**config.mk**
```make
export PLATFORM = sky130hd
export DESIGN_NAME = i2s_tx_param
export DESIGN_NICKNAME = d
export VERILOG_FILES = /design/src/rtl/i2s_tx_param.sv
export SDC_FILE = /design/constraint.sdc
export NUM_CORES = 1
export LEC_CHECK = 0
export ABC_AREA = 1
export CAP_MARGIN = 20
export CORE_MARGIN = 3
export CORE_UTILIZATION = 35
export CTS_CLUSTER_DIAMETER = 60
export CTS_CLUSTER_SIZE = 16
export DETAILED_ROUTE_END_ITERATION = 8
export HOLD_SLACK_MARGIN = 0.05
export PLACE_DENSITY = 0.51
export SLEW_MARGIN = 10
export SYNTH_ARGS = -nofsm -noshare
export SYNTH_HDL_FRONTEND = slang
export SYNTH_SLANG_ARGS = --single-unit
```
**constraint.sdc**
```tcl
create_clock -name clk -period 5.5 [get_ports clk]
set_clock_uncertainty 0.1 [all_clocks]
set_input_delay 1.1 -clock clk [delete_from_list [all_inputs] [get_ports clk]]
set_output_delay 1.1 -clock clk [all_outputs]
set_load 0.02 [all_outputs]
```
**src/rtl/i2s_tx_param.sv**
```systemverilog
// Parameterised I2S / left-justified stereo transmitter with a one-frame holding
// register, underrun detection and mute. Everything runs in the clk domain.
module i2s_tx_param #(
  parameter int unsigned SAMPLE_W      = 16,
  parameter int unsigned SLOT_W        = 16,
  parameter int unsigned CLK_DIV       = 4,
  parameter int unsigned I2S_MODE      = 0,
  parameter int unsigned LEFT_WS       = 1,
  parameter int unsigned UNDERRUN_ZERO = 0
) (
  input  logic                clk,
  input  logic                rst_n,
  input  logic [SAMPLE_W-1:0] s_left,
  input  logic [SAMPLE_W-1:0] s_right,
  input  logic                s_valid,
  output logic                s_ready,
  input  logic                mute,
  output logic                frame_start,
  output logic                underrun,
  output logic                audio_appsel,
  output logic                audio_sysclk,
  output logic                audio_bck,
  output logic                audio_ws,
  output logic                audio_data
);

  localparam int unsigned FRAME_BITS = 2 * SLOT_W;
  localparam int unsigned BIT_W      = $clog2(FRAME_BITS);
  localparam int unsigned DIV_W      = (CLK_DIV > 1) ? $clog2(CLK_DIV) : 1;

  localparam logic [DIV_W-1:0] DIV_LAST    = DIV_W'(CLK_DIV - 1);
  localparam logic [BIT_W-1:0] LAST_BIT    = BIT_W'(FRAME_BITS - 1);
  localparam logic [BIT_W-1:0] SLOT_BITS   = BIT_W'(SLOT_W);
  localparam logic [BIT_W-1:0] SAMPLE_BITS = BIT_W'(SAMPLE_W);
  localparam logic [BIT_W-1:0] MSB_POS     = BIT_W'(SAMPLE_W - 1);
  localparam logic             LEFT_LVL    = 1'(LEFT_WS);
  localparam logic             WS_RST      = (I2S_MODE != 0) ? LEFT_LVL : ~LEFT_LVL;

  logic [DIV_W-1:0]    div_cnt;
  logic [BIT_W-1:0]    bit_cnt;
  logic [SAMPLE_W-1:0] act_l;
  logic [SAMPLE_W-1:0] act_r;
  logic [SAMPLE_W-1:0] pend_l;
  logic [SAMPLE_W-1:0] pend_r;
  logic                pend_valid;

  logic                div_wrap;
  logic                fall;
  logic                frame_load;
  logic                accept;
  logic [BIT_W-1:0]    bit_nxt;
  logic [SAMPLE_W-1:0] act_l_nxt;
  logic [SAMPLE_W-1:0] act_r_nxt;
  logic                underrun_nxt;
  logic                slot_right;
  logic [BIT_W-1:0]    pos;
  logic [SAMPLE_W-1:0] word;
  logic [SAMPLE_W-1:0] bit_mask;
  logic                data_nxt;
  logic                ws_left;
  logic                ws_nxt;

  assign audio_appsel = 1'b1;
  assign audio_sysclk = clk;
  assign s_ready      = ~pend_valid;

  assign div_wrap   = (div_cnt == DIV_LAST);
  assign fall       = div_wrap && audio_bck;
  assign frame_load = fall && (bit_cnt == LAST_BIT);
  assign accept     = s_valid && ~pend_valid;

  // Frame position after this edge; outputs are computed from it so they
  // change on the same clk edge as the bit clock falls.
  always_comb begin
    bit_nxt = bit_cnt;
    if (fall) begin
      bit_nxt = (bit_cnt == LAST_BIT) ? '0 : bit_cnt + BIT_W'(1);
    end
  end

  // Active-register update at frame load: mute beats pending beats underrun.
  always_comb begin
    act_l_nxt    = act_l;
    act_r_nxt    = act_r;
    underrun_nxt = 1'b0;
    if (frame_load) begin
      if (mute) begin
        act_l_nxt = '0;
        act_r_nxt = '0;
      end else if (pend_valid) begin
        act_l_nxt = pend_l;
        act_r_nxt = pend_r;
      end else begin
        underrun_nxt = 1'b1;
        if (UNDERRUN_ZERO != 0) begin
          act_l_nxt = '0;
          act_r_nxt = '0;
        end
      end
    end
  end

  // Serial bit and word select for the upcoming bit position.
  always_comb begin
    slot_right = (bit_nxt >= SLOT_BITS);
    pos        = slot_right ? (bit_nxt - SLOT_BITS) : bit_nxt;
    word       = slot_right ? act_r_nxt : act_l_nxt;
    bit_mask   = SAMPLE_W'(1) << (MSB_POS - pos);
    data_nxt   = (pos < SAMPLE_BITS) ? |(word & bit_mask) : 1'b0;
    if (I2S_MODE != 0) begin
      ws_left = (bit_nxt == LAST_BIT) || (bit_nxt < (SLOT_BITS - BIT_W'(1)));
    end else begin
      ws_left = (bit_nxt < SLOT_BITS);
    end
    ws_nxt = ws_left ? LEFT_LVL : ~LEFT_LVL;
  end

  always_ff @(posedge clk) begin
    if (!rst_n) begin
      div_cnt     <= '0;
      audio_bck   <= 1'b0;
      bit_cnt     <= LAST_BIT;
      audio_ws    <= WS_RST;
      audio_data  <= 1'b0;
      act_l       <= '0;
      act_r       <= '0;
      pend_l      <= '0;
      pend_r      <= '0;
      pend_valid  <= 1'b0;
      frame_start <= 1'b0;
      underrun    <= 1'b0;
    end else begin
      if (div_wrap) begin
        div_cnt   <= '0;
        audio_bck <= ~audio_bck;
      end else begin
        div_cnt <= div_cnt + DIV_W'(1);
      end
      bit_cnt     <= bit_nxt;
      act_l       <= act_l_nxt;
      act_r       <= act_r_nxt;
      frame_start <= frame_load;
      underrun    <= underrun_nxt;
      if (fall) begin
        audio_ws   <= ws_nxt;
        audio_data <= data_nxt;
      end
      // A transfer in the load cycle is only possible when nothing is pending,
      // so capture and consume never collide.
      if (accept) begin
        pend_l     <= s_left;
        pend_r     <= s_right;
        pend_valid <= 1'b1;
      end else if (frame_load) begin
        pend_valid <= 1'b0;
      end
    end
  end

endmodule
```
==> key figures <==
Run status
  • Result of the run: completed

Finish
  • Share of the core filled with cells: 42.7%
  • FF+latch area: 1540 um^2
  • Area growth from synthesis to final layout: 18.2%
  • Fraction of layout cells with a size suffix above 1: 5.18%
  • Count of nets after finishing: 633
  • Filler cell count: 1127
  • Design area: 4430 um^2
  • Most common cell after layout, fill and taps aside: sky130_fd_sc_hd__nand2_1
  • Area of combinational cells with multiple inputs: 1820 um^2
  • Commonest cells after routing, fill and taps aside: sky130_fd_sc_hd__nand2_1, sky130_fd_sc_hd__nor2_1, sky130_fd_sc_hd__dfxtp_1, sky130_fd_sc_hd__o21ai_0, sky130_fd_sc_hd__inv_1
  • Number of diodes added for antenna fixing: 0

Route
  • Detailed-route DRC error count: 0
  • Initial detailed-routing violation count: 203
  • Routed WL per cell: 13.1 um
  • Total detailed-routing wirelength: 9640 um
  • Number of nets with antenna violations after detailed routing: 0
  • Vias after detailed routing: 3426
  • First-pass detailed-route iteration total: 5
  • DR vias/cell: 4.67

Pwr
  • Maximum ir drop on the vdd rail: 0.184 mV
  • Switching power of the nets: 308 uW
  • Relative contribution of the clock network to total power: 45.7%
  • Pwr dens: 295 nW/um^2
  • Reported leakage power: 0.00197 uW
  • Sequential power share: 45.6%
  • Switching part of the total power: 23.5%
  • Internal: 1000 uW
  • Portion of total power attributed to combinational logic: 8.7%

CTS
  • Setup Fix Bufs, Post-CTS: 0
  • Post-cts hold buffer count: 0
  • Register clock-pin slew on the reported worst setup and hold paths: 0.07 ns
  • Skew-Pair Late Insertion Delay: 0.45 ns
  • Number of gates resized after CTS: 0
  • TritonCTS clock tree: yes

Place
  • Weighted congestion at the end of routability-driven global placement: 0.781
  • Placed instance area: 4150 um^2
  • DPL Wire Length: 6430 um
  • Count of buffers inserted at the top-level ports: 42
  • Worst-case setup slack after placement: 1.04 ns

STA
  • Hold WS: 0.333 ns
  • Worst slew margin relative to its limit: 41.6%
  • Final worst slack: 0.802 ns
  • Setup repair after global routing missed its margin: false
  • Number of setup violations in the final report: 0
  • Pins over their slew limit: 0
  • Setup_tns: 0 ns
  • Worst-margin pin slew: 0.870 ns
  • Number of hold-slack violations in the final timing report: 0

Setup path
  • Most frequent cell on the critical path: sky130_fd_sc_hd__clkbuf_8
  • Critical path cell sequence: clkbuf_8 -> clkbuf_8 -> clkdlybuf4s50_1
  • Largest fanout of any net on the critical path: 2
  • Worst Path Arrival: 3.50 ns
  • CP endpoint kind: output port
  • Required time of the worst setup path: 4.30 ns
  • Delay of the slowest cell on the worst path: 0.53 ns
  • Worst path slowest cell: sky130_fd_sc_hd__clkdlybuf4s50_1
  • Type of the setup path with the least slack: clock port to output port
  • Crit path launch type: clock port

Global routing
  • Antenna violations before repair: 0
  • First-pass GRT wire length: 16100 um
  • All-Layer GR Usage: 17.3%
  • GRT Residual Overflow: 0
  • Maximum number of pins on one net before global-route repair: 41
  • Via count of the first global-routing pass: 3194

Synth
  • Count of different cell masters after synthesis: 28
  • Netlist area before placement: 3750 um^2
  • Net count of the mapped netlist: 609
  • Yosys reg bits: 77
  • Post-synthesis cell count: 569
  • Post-synthesis sequential area ratio: 41.1%
  • Synthesized area per cell: 6.59 um^2
  • Count of synthesis-stage warnings from yosys: 0

Floorplanning
  • Site Rows: 37
  • Top-level port count: 44
  • Standard cell core area: 10400 um^2
  • Initial standard-cell utilization of the core: 36.2%
  • Die Area: 12000 um^2
  • Horizontal die dimension: 110 um
  • Die Y: 110 um

Run
  • Number of violations of the max-capacitance limit: 0

Min path
  • Worst hold-check path type: flip-flop to flip-flop
==> stage by stage <==
step / power (uW) / cells
6_report: 1310 / 734
5_1_grt: 1370 / 734
4_1_cts: 1330 / 734
3_5_place_dp: 748 / 715
3_3_place_gp: 749 / 715
2_1_floorplan: 697 / 569
==> power groups by stage <==
stage	registers [uW]	clock network, uW	logic, uW
global route	600	645	130
finish	597	598	114
CTS	597	617	115
floorplan	602	21.2	73.8
detailed placement	610	24.4	114
global placement	610	24.4	114
==> path summary, 6_finish.rpt <==
path	startpoint	endpoint	slack, ns	cells past startpoint
max	clk	audio_sysclk	0.80	3
min	div_cnt[0]	div_cnt[0]	0.33	1
max reg2reg	bit_cnt[0]	audio_data	2.50	16
min reg2reg	div_cnt[0]	div_cnt[0]	0.33	1
==> per-layer routing <==
layer	global-route usage [%]	up-vias	share of wire, %
met2	24.3	72	40
met4	7.21	0	1.9
met3	3.17	13	3.8
met1	25.6	1518	54
met5	0	-	0
li1	-	1823	-
==> cell type report <==
cell class,instances,share of cell area (%)
multi-input combinational,410,41.0
sequential,77,34.8
timing repair buffer,44,9.77
clock buffer,16,4.43
inverter,47,4.04
tap,136,3.84
clock inverter,4,2.15
==> Yosys cell counts, drive strengths merged <==
cell type  count  share of area (%)
conb           1               0.10
nor4           1               0.17
ha             4                1.3
nand3         41                5.7
nand2        160                 17
nand4          3               0.67
nor3b          1               0.20
inv           45                4.6
nor2         114                 12
dfxtp         77                 41
nor3           1               0.13
o21ai         65                8.7
nand3b         3               0.60
a21oi         14                1.9
clkinv         2               0.20
clkbuf        18                1.8
buf           17                3.9
o21bai         2               0.50
==> cells by family after synthesis <==
logic type | Yosys count | share of synthesized area (%)
flip-flops | 77 | 41.1
other | 1 | 0.100
buffers and inverters | 82 | 10.4
adder cells (fa/ha/maj) | 4 | 1.33
AND/OR/NAND/NOR | 324 | 36.0
AO/OA/AOI/OAI | 81 | 11.0
==> worst max-delay path, delay by kind of cell <==
kind / cells / cell delay, ns
buf+inv: 3 / 0.75
==> registers in the layout, indices dropped and copies added (netlist names) <==
signal / count
audio_ws: 1
audio_bck: 1
bit_cnt: 5
audio_data: 1
pend_r: 16
div_cnt: 2
frame_start: 1
act_r: 16
act_l: 16
underrun: 1
pend_l: 16
pend_valid: 1
Note: power is estimated with default switching activity, not from simulation.
==> edit, RTL diff (config.mk and constraints unchanged) <==
Put one more register stage on the output `underrun`, without a reset. The value now appears one clock later. The other outputs are not delayed to match.
--- a/src/rtl/i2s_tx_param.sv
+++ b/src/rtl/i2s_tx_param.sv
@@ -35,6 +35,8 @@
   localparam logic [BIT_W-1:0] MSB_POS     = BIT_W'(SAMPLE_W - 1);
   localparam logic             LEFT_LVL    = 1'(LEFT_WS);
   localparam logic             WS_RST      = (I2S_MODE != 0) ? LEFT_LVL : ~LEFT_LVL;
+
+  logic underrun_s0;
 
   logic [DIV_W-1:0]    div_cnt;
   logic [BIT_W-1:0]    bit_cnt;
@@ -128,7 +130,7 @@
       pend_r      <= '0;
       pend_valid  <= 1'b0;
       frame_start <= 1'b0;
-      underrun    <= 1'b0;
+      underrun_s0 <= 1'b0;
     end else begin
       if (div_wrap) begin
         div_cnt   <= '0;
@@ -140,7 +142,7 @@
       act_l       <= act_l_nxt;
       act_r       <= act_r_nxt;
       frame_start <= frame_load;
-      underrun    <= underrun_nxt;
+      underrun_s0 <= underrun_nxt;
       if (fall) begin
         audio_ws   <= ws_nxt;
         audio_data <= data_nxt;
@@ -157,4 +159,8 @@
     end
   end
 
+  always_ff @(posedge clk) begin
+    underrun <= underrun_s0;
+  end
+
 endmodule
Behaviour: not the same (Yosys sat finds a counterexample within 10 cycles, from zero or initial values and one cycle with rst_n low).
==> edit against the original RTL <==
Routed wire length up 2.1%; final area is 1.5% higher; count of clock-buffer cells in the layout shrank 2; clock power up 8.2%; utilization is 0.43 points higher; sequential cell count is 1 higher; power rose by 3.9%; setup slack got worse by 0.0014 ns; synthesized cell count is 0.35% higher; area after synthesis increased by 1.1%; sequential power increased by 1%; via count rose by 2.6%; highest routed layer unchanged.
==> edit: results (changes against the original RTL) <==
metric,value,unit,change
DP HPWL,6557,microns,+2.0%
peak supply drop,0.1901,mV,+3.2%
via-per-instance ratio,4.776,,+2.3%
proportion of layout cells with a drive suffix above 1,0.06000,,+0.008161
hold crit path type,reg2reg,,
slowest CP cell,clkdlybuf4s50_1,,
first-pass GRT wire length,16240,microns,+1.1%
GRT Util Overall,0.1734,,+0.0005655
Fillers,1122,,-0.44%
gpl congestion,0.7742,,-0.88%
ANT cells,0,,unchanged
vias in the first global route,3261,,+2.1%
sequential share of the synthesized area,0.4119,,+0.0008034
Placement Setup Slack,1.042,ns,unchanged
drt first pass iters,4,,-1
Nets,635,,+0.32%
Synth cell types,33,,+18%
1st-iter DRT viols,226,,+11%
Clock Latency Late Sink,0.45,ns,about the same
LEAKAGE,2.034,nW,+3.1%
placed instance area,4194,sq um,+1.1%
Slew @ Worst Pin,0.8956,ns,+0.02560 ns
warnings from Yosys,0,,unchanged
fraction of registers with async set/reset,0,,unchanged
WL per Instance,13.37,microns,+1.8%
outcome,"complete, no violations",,
top cell family by delay on the critical path,buffers and inverters,,
synth top area cells,"dfxtp_1, nand2_1, nor2_1",,
Max Fanout on Critical Path,2,,unchanged
Synth Net Count,611,,+0.33%
Post-synth top cells,"nand2_1, nor2_1, dfxtp_1, nand3_1, o21ai_0",,
initial antenna violation count,0,,unchanged
[edit: changes by cell type after synthesis, moves of 2 or more]
cell,delta
inv_1,-8
nor2_4,-2
nand3b_1,-2
nand2_1,+3
inv_2,+3
a21oi_1,+4
nand3_1,+15
nor2_1,-7
o21ai_1,-3
o21ai_0,-8
nand4_1,-2
[edit: report_power, final]
group | internal, mW | switching, mW | total, mW
clock network | 0.406 | 0.241 | 0.647
logic | 0.0466 | 0.0641 | 0.111
registers | 0.587 | 0.0161 | 0.603
[edit: cells by family after synthesis]
family                     count (synthesis)  synth area share
AOI/OAI and AO/OA                         77            0.1053
adders and majority gates                  4           0.01320
DFF                                       78            0.4119
buffers and inverters                     78           0.09868
other                                      1         0.0009891
and+or+nand+nor                          333            0.3700
[edit: path summary, 6_finish.rpt]
kind | startpoint | endpoint | slack (ns) | cells after the start
worst max-delay path | clk | audio_sysclk | 0.80 | 3
worst min-delay path | underrun_s0 | underrun | 0.23 | 0
worst max register to register | bit_cnt[0] | audio_data | 2.62 | 16
worst min register to register | underrun_s0 | underrun | 0.23 | 0
[edit: layer usage]
metal  wire (microns)  track usage  vias to the layer above  part of all wire
met5                0            0                        -                 0
met4              138      0.06144                        0             0.014
li1                 -            -                     1850                 -
met1             5187       0.2551                     1590              0.53
met2             4134       0.2539                       64              0.42
met3              377      0.02912                       11             0.038
[edit: through the flow]
stage	instances	util	hold WS, ns
floorplan	571	-	0.2096
global placement	717	0.4026	0.2110
detailed placement	717	0.4026	0.2146
CTS	736	0.4317	0.2340
global route	736	0.4317	0.2447
finish	736	0.4317	0.2312
[edit: layout make-up]
type	count	share of cell area
flip-flops and latches	78	0.3472
clock inverters	6	0.02977
inverters	43	0.03645
repair buffers	44	0.09627
multi-input cells	415	0.4126
well taps	136	0.03784
clock buffers	14	0.03979
